==> src/rtl/watch_time_reporter.sv <==
// Serialises a snapshot of the watch time as ASCII "HH:MM:SS.CC\r\n" (or "HH:MM:SS\r\n")
// into a TX FIFO write port, honouring FIFO back-pressure.
module watch_time_reporter #(
  parameter int unsigned MSEC_EN = 1
) (
  input  logic       clk,
  input  logic       rst,
  input  logic       i_req,
  input  logic [6:0] i_msec,
  input  logic [5:0] i_sec,
  input  logic [5:0] i_min,
  input  logic [4:0] i_hour,
  input  logic       i_fifo_full,
  output logic       o_push,
  output logic [7:0] o_data,
  output logic       o_busy,
  output logic       o_done
);

  typedef enum logic [1:0] {StIdle, StConv, StSend, StDone} state_e;

  localparam logic [3:0] LastIdx = (MSEC_EN != 0) ? 4'd12 : 4'd9;

  state_e     state_q, state_d;
  logic [4:0] hour_q;
  logic [5:0] min_q, sec_q;
  logic [6:0] msec_q;
  logic [7:0] h1_q, h0_q, m1_q, m0_q, s1_q, s0_q, c1_q, c0_q;
  logic [3:0] idx_q;
  logic [6:0] msec_clamped;
  logic [7:0] frame_byte;
  logic       accept;

  function automatic logic [7:0] ascii_tens(input logic [6:0] v);
    return 8'h30 + {1'b0, v / 7'd10};
  endfunction

  function automatic logic [7:0] ascii_ones(input logic [6:0] v);
    return 8'h30 + {1'b0, v % 7'd10};
  endfunction

  assign msec_clamped = (msec_q > 7'd99) ? 7'd99 : msec_q;
  assign accept       = (state_q == StSend) && !i_fifo_full;

  always_ff @(posedge clk or negedge rst) begin
    if (!rst) begin
      state_q <= StIdle;
    end else begin
      state_q <= state_d;
    end
  end

  always_comb begin
    state_d = state_q;
    unique case (state_q)
      StIdle:  if (i_req) state_d = StConv;
      StConv:  state_d = StSend;
      StSend:  if (accept && (idx_q == LastIdx)) state_d = StDone;
      StDone:  state_d = StIdle;
      default: state_d = StIdle;
    endcase
  end

  // Snapshot, digit conversion and byte index.
  always_ff @(posedge clk or negedge rst) begin
    if (!rst) begin
      hour_q <= '0;
      min_q  <= '0;
      sec_q  <= '0;
      msec_q <= '0;
      h1_q   <= '0;
      h0_q   <= '0;
      m1_q   <= '0;
      m0_q   <= '0;
      s1_q   <= '0;
      s0_q   <= '0;
      c1_q   <= '0;
      c0_q   <= '0;
      idx_q  <= '0;
    end else begin
      if ((state_q == StIdle) && i_req) begin
        hour_q <= i_hour;
        min_q  <= i_min;
        sec_q  <= i_sec;
        msec_q <= i_msec;
      end
      if (state_q == StConv) begin
        h1_q  <= ascii_tens({2'b00, hour_q});
        h0_q  <= ascii_ones({2'b00, hour_q});
        m1_q  <= ascii_tens({1'b0, min_q});
        m0_q  <= ascii_ones({1'b0, min_q});
        s1_q  <= ascii_tens({1'b0, sec_q});
        s0_q  <= ascii_ones({1'b0, sec_q});
        c1_q  <= ascii_tens(msec_clamped);
        c0_q  <= ascii_ones(msec_clamped);
        idx_q <= '0;
      end else if (accept) begin
        idx_q <= (idx_q == LastIdx) ? 4'd0 : idx_q + 4'd1;
      end
    end
  end

  always_comb begin
    frame_byte = 8'h00;
    if (MSEC_EN != 0) begin
      case (idx_q)
        4'd0:    frame_byte = h1_q;
        4'd1:    frame_byte = h0_q;
        4'd2:    frame_byte = 8'h3a;
        4'd3:    frame_byte = m1_q;
        4'd4:    frame_byte = m0_q;
        4'd5:    frame_byte = 8'h3a;
        4'd6:    frame_byte = s1_q;
        4'd7:    frame_byte = s0_q;
        4'd8:    frame_byte = 8'h2e;
        4'd9:    frame_byte = c1_q;
        4'd10:   frame_byte = c0_q;
        4'd11:   frame_byte = 8'h0d;
        4'd12:   frame_byte = 8'h0a;
        default: frame_byte = 8'h00;
      endcase
    end else begin
      case (idx_q)
        4'd0:    frame_byte = h1_q;
        4'd1:    frame_byte = h0_q;
        4'd2:    frame_byte = 8'h3a;
        4'd3:    frame_byte = m1_q;
        4'd4:    frame_byte = m0_q;
        4'd5:    frame_byte = 8'h3a;
        4'd6:    frame_byte = s1_q;
        4'd7:    frame_byte = s0_q;
        4'd8:    frame_byte = 8'h0d;
        4'd9:    frame_byte = 8'h0a;
        default: frame_byte = 8'h00;
      endcase
    end
  end

  // Outputs decode from state only, so an asynchronous reset clears them at once.
  always_comb begin
    o_push = accept;
    o_data = accept ? frame_byte : 8'h00;
    o_busy = (state_q != StIdle);
    o_done = (state_q == StDone);
  end

endmodule

==> config.mk <==
export PLATFORM = sky130hd
export DESIGN_NAME = watch_time_reporter
export DESIGN_NICKNAME = d
export VERILOG_FILES = /design/src/rtl/watch_time_reporter.sv
export SDC_FILE = /design/constraint.sdc
export NUM_CORES = 1
export LEC_CHECK = 0
export BUFFER_PORTS_ARGS = -buffer_cell sky130_fd_sc_hd__buf_2
export CELL_PAD_IN_SITES_DETAIL_PLACEMENT = 0
export CELL_PAD_IN_SITES_GLOBAL_PLACEMENT = 1
export CORE_MARGIN = 1
export CORE_UTILIZATION = 30
export DETAILED_ROUTE_END_ITERATION = 16
export HOLD_SLACK_MARGIN = 0.03
export PLACE_DENSITY = 0.56
export SYNTH_ARGS = -nofsm -noshare
export SYNTH_HDL_FRONTEND = slang
export SYNTH_SLANG_ARGS = --single-unit
export TNS_END_PERCENT = 50
==> constraint.sdc <==
create_clock -name clk -period 3.8 [get_ports clk]
set_input_delay 0.38 -clock clk [delete_from_list [all_inputs] [get_ports clk]]
set_output_delay 0.38 -clock clk [all_outputs]
set_load 0.02 [all_outputs]
# After elaboration in Yosys (flattened, before gate mapping)
# Cells that the tools add are included.
# W data, S select, Z words.
op_classes:
  add_sub_neg: 9
  div_mod_pow: 8
  magnitude_cmp: 1
  n_eq_ne: 17
  muxes: 9
  n_reduce_logical: 10
op_table:
  columns: ["operator", "count"]
  rows:
  - ["$pmux W8 S12", 1]
  - ["$add A6 B7 Y8 const A", 8]
  - ["$eq A4 B4 Y1 const B", 5]
  - ["$eq A4 B3 Y1 const B", 4]
  - ["$div A6 B4 Y7 const B", 2]
  - ["$mod A6 B4 Y7 const B", 2]
  - ["$mux W4", 3]
  - ["$eq A4 B2 Y1 const B", 2]
  - ["$mux W8", 1]
  - ["$pmux W2 S4", 1]
  - ["$div A5 B4 Y7 const B", 1]
  - ["$div A7 B4 Y7 const B", 1]
  - ["$gt A7 B7 Y1 const B", 1]
  - ["$mod A5 B4 Y7 const B", 1]
  - ["$mod A7 B4 Y7 const B", 1]
  - ["$mux W7", 1]
  - ["$add A4 B1 Y4 const B", 1]
  - ["$eq A2 B2 Y1 const B", 2]
  - ["$eq A4 B1 Y1 const B", 1]
  - ["$logic_not A4 Y1", 1]
  - ["$mux W2", 2]
  - ["$reduce_bool A2 Y1", 2]
  - ["$logic_and A1 B1 Y1", 3]
  - ["$eq A2 B1 Y1 const B", 1]
  - ["6 further kinds", 6]
totals:
  register_bits: 94
  output_inout_bits: 11

# Longest topological paths before layout
depth:
  word_depth: 5
  mapped_depth: 22

# Worst setup path before layout
# No wires, ideal clock.
synth_timing:
  path_kind: "reg-to-reg"
  startpoint: "register msec_q[5]"
  endpoint: "register c0_q[6]"
  arrival_ns: 4.038
  path_slack_ns: -0.308
  path_stages_with_launch: 23
  n_path_buf: 0
  synth_period_minus_slack_ns: 4.108
  path_cell_list: "dfrtp_1 -> nand2_1 -> and2_1 -> ha_1 -> or2_1 -> o221ai_2 -> ha_1 -> a31oi_2 -> a211o_1 -> a31o_2 -> a211oi_1 -> or2_1 -> ha_1 -> nand3_1 -> or3_1 -> o311ai_1 -> nand2_1 -> ha_1 -> inv_1 -> nand2_1 -> o22ai_1 -> a31oi_1 -> nand3_1"
synth_via:
  elab_chain_cells: 4
synth_rtl:
  columns: ["item", "line_no", "rtl"]
  rows:
  - ["start, declared", "27", "logic [6:0] msec_q;"]
  - ["start signal, assigned", "85", "msec_q <= i_msec;"]
  - ["$gt A7 B7 Y1", "42", "assign msec_clamped = (msec_q > 7'd99) ? 7'd99 : msec_q;"]
  - ["$mux W7 (*)", "42", null]
  - ["$mod A7 B4 Y7 (*)", "39", "return 8'h30 + {1'b0, v % 7'd10};"]
  - ["$add A6 B7 Y8 (*)", "39", null]
  - ["end signal, assigned", "95", "c0_q <= ascii_ones(msec_clamped);"]
  - ["end, declared", "28", "logic [7:0] h1_q, h0_q, m1_q, m0_q, s1_q, s0_q, c1_q, c0_q;"]
# Mark *: on every way between the ends. The rest lies on a longest branch, timed or not.
# A chain may end at the register's enable or synchronous reset.

# Worst setup path in the final report
# Same ends and word-level chain as after synthesis.

==> impl_metrics.csv <==
group,metric,value,unit
clock_network,clock_path_buffers,2,
setup_path,critPathCapture,"c0_q[6]",
cells_and_area,antenna_cells,0,
setup_path,rr_worst_depth,22,
synthesis,synthesis.area,5320,um2
setup_path,r2r_start,"msec_q[5]",
clock_network,numCtsBuffers,9,
sta,setup_viol,1,
setup_path,worstSetupPathType,"reg2reg",
synthesis,synth_compound_area_share,24.2,%
synthesis,synth_xor_area_share,1.48,%
setup_path,worstPathArrival,4.15,ns
setup_path,r2r_setup_slack,-0.08,ns
run_status,violations,"setup timing",
cells_and_area,fin_nets,714,
clock_network,cts_num_sinks,75,
cells_and_area,drive_above_1_share,25.6,%
setup_path,crit_required,4.07,ns
detailed_routing,wirelength,14500,um
placed_design,gp_congestion,0.839,
global_route,track_usage,16.8,%
sta,skew,0.00775,ns
synthesis,synth_top_flop_cell,"dfrtp_1",
clock_network,htree_num_levels,3,
clock_network,clockRootBuffer,"clkbuf_16",
min_path,min_path_type,"in2async",
global_route,grt_pass1_wl,24000,um
synthesis,synthMuxAreaShare,11.0,%
detailed_routing,via_per_inst,5.21,
synthesis,synth-adder-area-share,5.84,%
cells_and_area,post-route-util,37.3,%
global_route,first_global_vias,4620,
detailed_routing,detail_route.wl_per_cell,16.3,um
clock_network,clk_pin_slew,0.06,ns
sta,clock.fmax,258,MHz
run_status,status,"finished, violations left",
detailed_routing,drc,0,
synthesis,synth_top_family_by_area,"compound AO/OA/AOI/OAI gates",
die,die_area,18300,um2
detailed_routing,first_iter_violations,230,
global_route,grt_max_degree,56,
clock_network,clkLatencyLatePin,0.34,ns
clock_network,holdBufCountCts,0,
global_route,antenna_found_initial,0,
sta,finalCritPeriodShare,102,%
sta,holdWs,0.110,ns
setup_path,critPathCaptureType,"flip-flop",
sta,period_needed,3.88,ns
die,fp.dieW,135,um
setup_path,cp-start-kind,"flip-flop",
die,coreArea,17300,um2
synthesis,ys_seq_area_share,35.3,%
synthesis,syn-num-nets,658,
flow_run,cap_violations,0,
global_route,grt_overflow,0,
sta,setup_ws,-0.0764,ns
synthesis,avgSynthCellArea,8.77,um2
cells_and_area,fin_cells,892,
setup_path,reg2reg_to,"c0_q[6]",
sta,finalHoldViolCount,0,
setup_path,cp-startpoint,"msec_q[5]",
detailed_routing,dr.pass1.iters,6,
cells_and_area,fill_cells,1811,
synthesis,yosys.area_share.simple,17.1,%
placed_design,dp_cells,872,
clock_network,cts_tree,"done",
cells_and_area,area_growth,21.2,%
synthesis,async_reset_ff_share,100,%
sta,tightest_slew,0.848,ns
die,die_height,135,um
synthesis,synth_cell_types,70,
synthesis,synthCells,606,
sta,rsz0062_at_grt,"yes",
detailed_routing,ant_nets,0,
synthesis,yosys_warnings,0,
synthesis,synth_edf_count,0,
placed_design,place.port_buffers,38,
setup_path,path_max_fanout,4,
die,core.rowCount,48,
die,start_util,30.7,%
detailed_routing,num_vias,4647,
synthesis,ys_seq_elements,75,
placed_design,dp_hpwl,10600,um
sta,maxSlewHeadroom,43.5,%
die,io_pins,39,
sta,drv_slew,0,
flip-flops by register name (all words and copies together), names as in the netlist, 5 cells and up:
signal	cells
c0_q	8
h0_q	8
m0_q	8
s0_q	8
msec_q	7
min_q	6
sec_q	6
hour_q	5
cell usage after synthesis (all sizes together) (8+ instances only):
cell type / instances / share of area (%)
inv: 34 / 2.4
dfrtp: 75 / 35
nor2b: 17 / 2.0
a31oi: 16 / 2.1
nand3: 8 / 0.75
nor2: 58 / 4.1
o21ai: 33 / 3.1
mux2i: 10 / 2.1
nor3: 11 / 1.0
nand2: 45 / 3.2
mux2: 42 / 8.9
ha: 24 / 5.6
a21oi: 53 / 5.0
clkbuf: 29 / 2.0
nand2b: 15 / 1.8
routing by layer:
metal | vias up | share of wire, % | track usage [%]
met2 | 84 | 47 | 27.3
met5 | - | 0 | 0
met3 | 14 | 3.1 | 2.17
met4 | 0 | 1.6 | 6.55
met1 | 2228 | 48 | 22.7
li1 | 2321 | - | -
cell type report:
class	count	area (um2)	share of cell area (%)
clock buffer	12	246	3.83
tap	225	282	4.37
inverter	34	128	1.98
timing repair buffer	81	541	8.39
multi-input combinational	461	3300	51.2
clock inverter	4	73.8	1.15
sequential	75	1880	29.1
worst max-delay path, stage by stage, from the launching register on:
cell and delay [ns]:
dfrtp_1 0.38, nand2_2 0.07, and2_4 0.14, ha_4 0.16, or2_4 0.26, o221ai_4 0.23
ha_4 0.20, a31oi_4 0.04, a211o_1 0.33, a31o_4 0.24, a211oi_2 0.19, or2_1 0.21
ha_4 0.17, nand3_2 0.05, or3_1 0.33, o311ai_2 0.09, nand2_1 0.10, ha_2 0.19
inv_2 0.06, nand2_2 0.05, o22ai_2 0.11, a31oi_1 0.06, nand3_1 0.12
cell families after synthesis:
| family | after synthesis |
|---|---|
| flops | 75 |
| compound gates | 189 |
| xor+xnor | 9 |
| buf+inv | 70 |
| mux | 52 |
| fa+ha+maj | 25 |
| simple gates | 186 |
metrics by stage:
stage	setup TNS [ns]	worst slack (ns)	area [um2]
after CTS	-0.0303	-0.0303	6400
after global routing	-0.595	-0.359	6440
after global placement	-0.0767	-0.0767	6020
final	-0.0764	-0.0764	6440
after detailed placement	-0.388	-0.207	6020
after floorplan	-0.319	-0.145	5370
placed cells by master (no fill, tap or decap), types with 6 or more instances in the layout:
| master | count |
|---|---|
| a21oi_1 | 53 |
| a221oi_1 | 7 |
| a22oi_1 | 7 |
| a31oi_1 | 14 |
| buf_2 | 37 |
| buf_4 | 42 |
| clkbuf_16 | 9 |
| dfrtp_1 | 75 |
| ha_1 | 19 |
| inv_1 | 32 |
| mux2_2 | 42 |
| mux2i_1 | 9 |
| nand2_1 | 43 |
| nand2b_1 | 14 |
| nand3_1 | 7 |
| nor2_1 | 58 |
| nor2b_1 | 17 |
| nor3_1 | 11 |
| o21ai_0 | 28 |
| o22ai_1 | 6 |
| xnor2_1 | 7 |
worst min path at each step:
stage,endpoint,depth (start not counted)
floorplan,c0_q[0],0
global placement,m0_q[4],1
detailed placement,m0_q[4],1
CTS,sec_q[2],1
global route,sec_q[2],1
finish,sec_q[2],1
timing repair:
action                     in CTS  in global routing
setup buffers                   4                  0
resized for setup               5                  9
setup endpoints to repair       3                  3
pin swaps                       6                 15
Power is not shown: default switching activity piles up to over one toggle a cycle in this logic, so the estimate is an artifact.
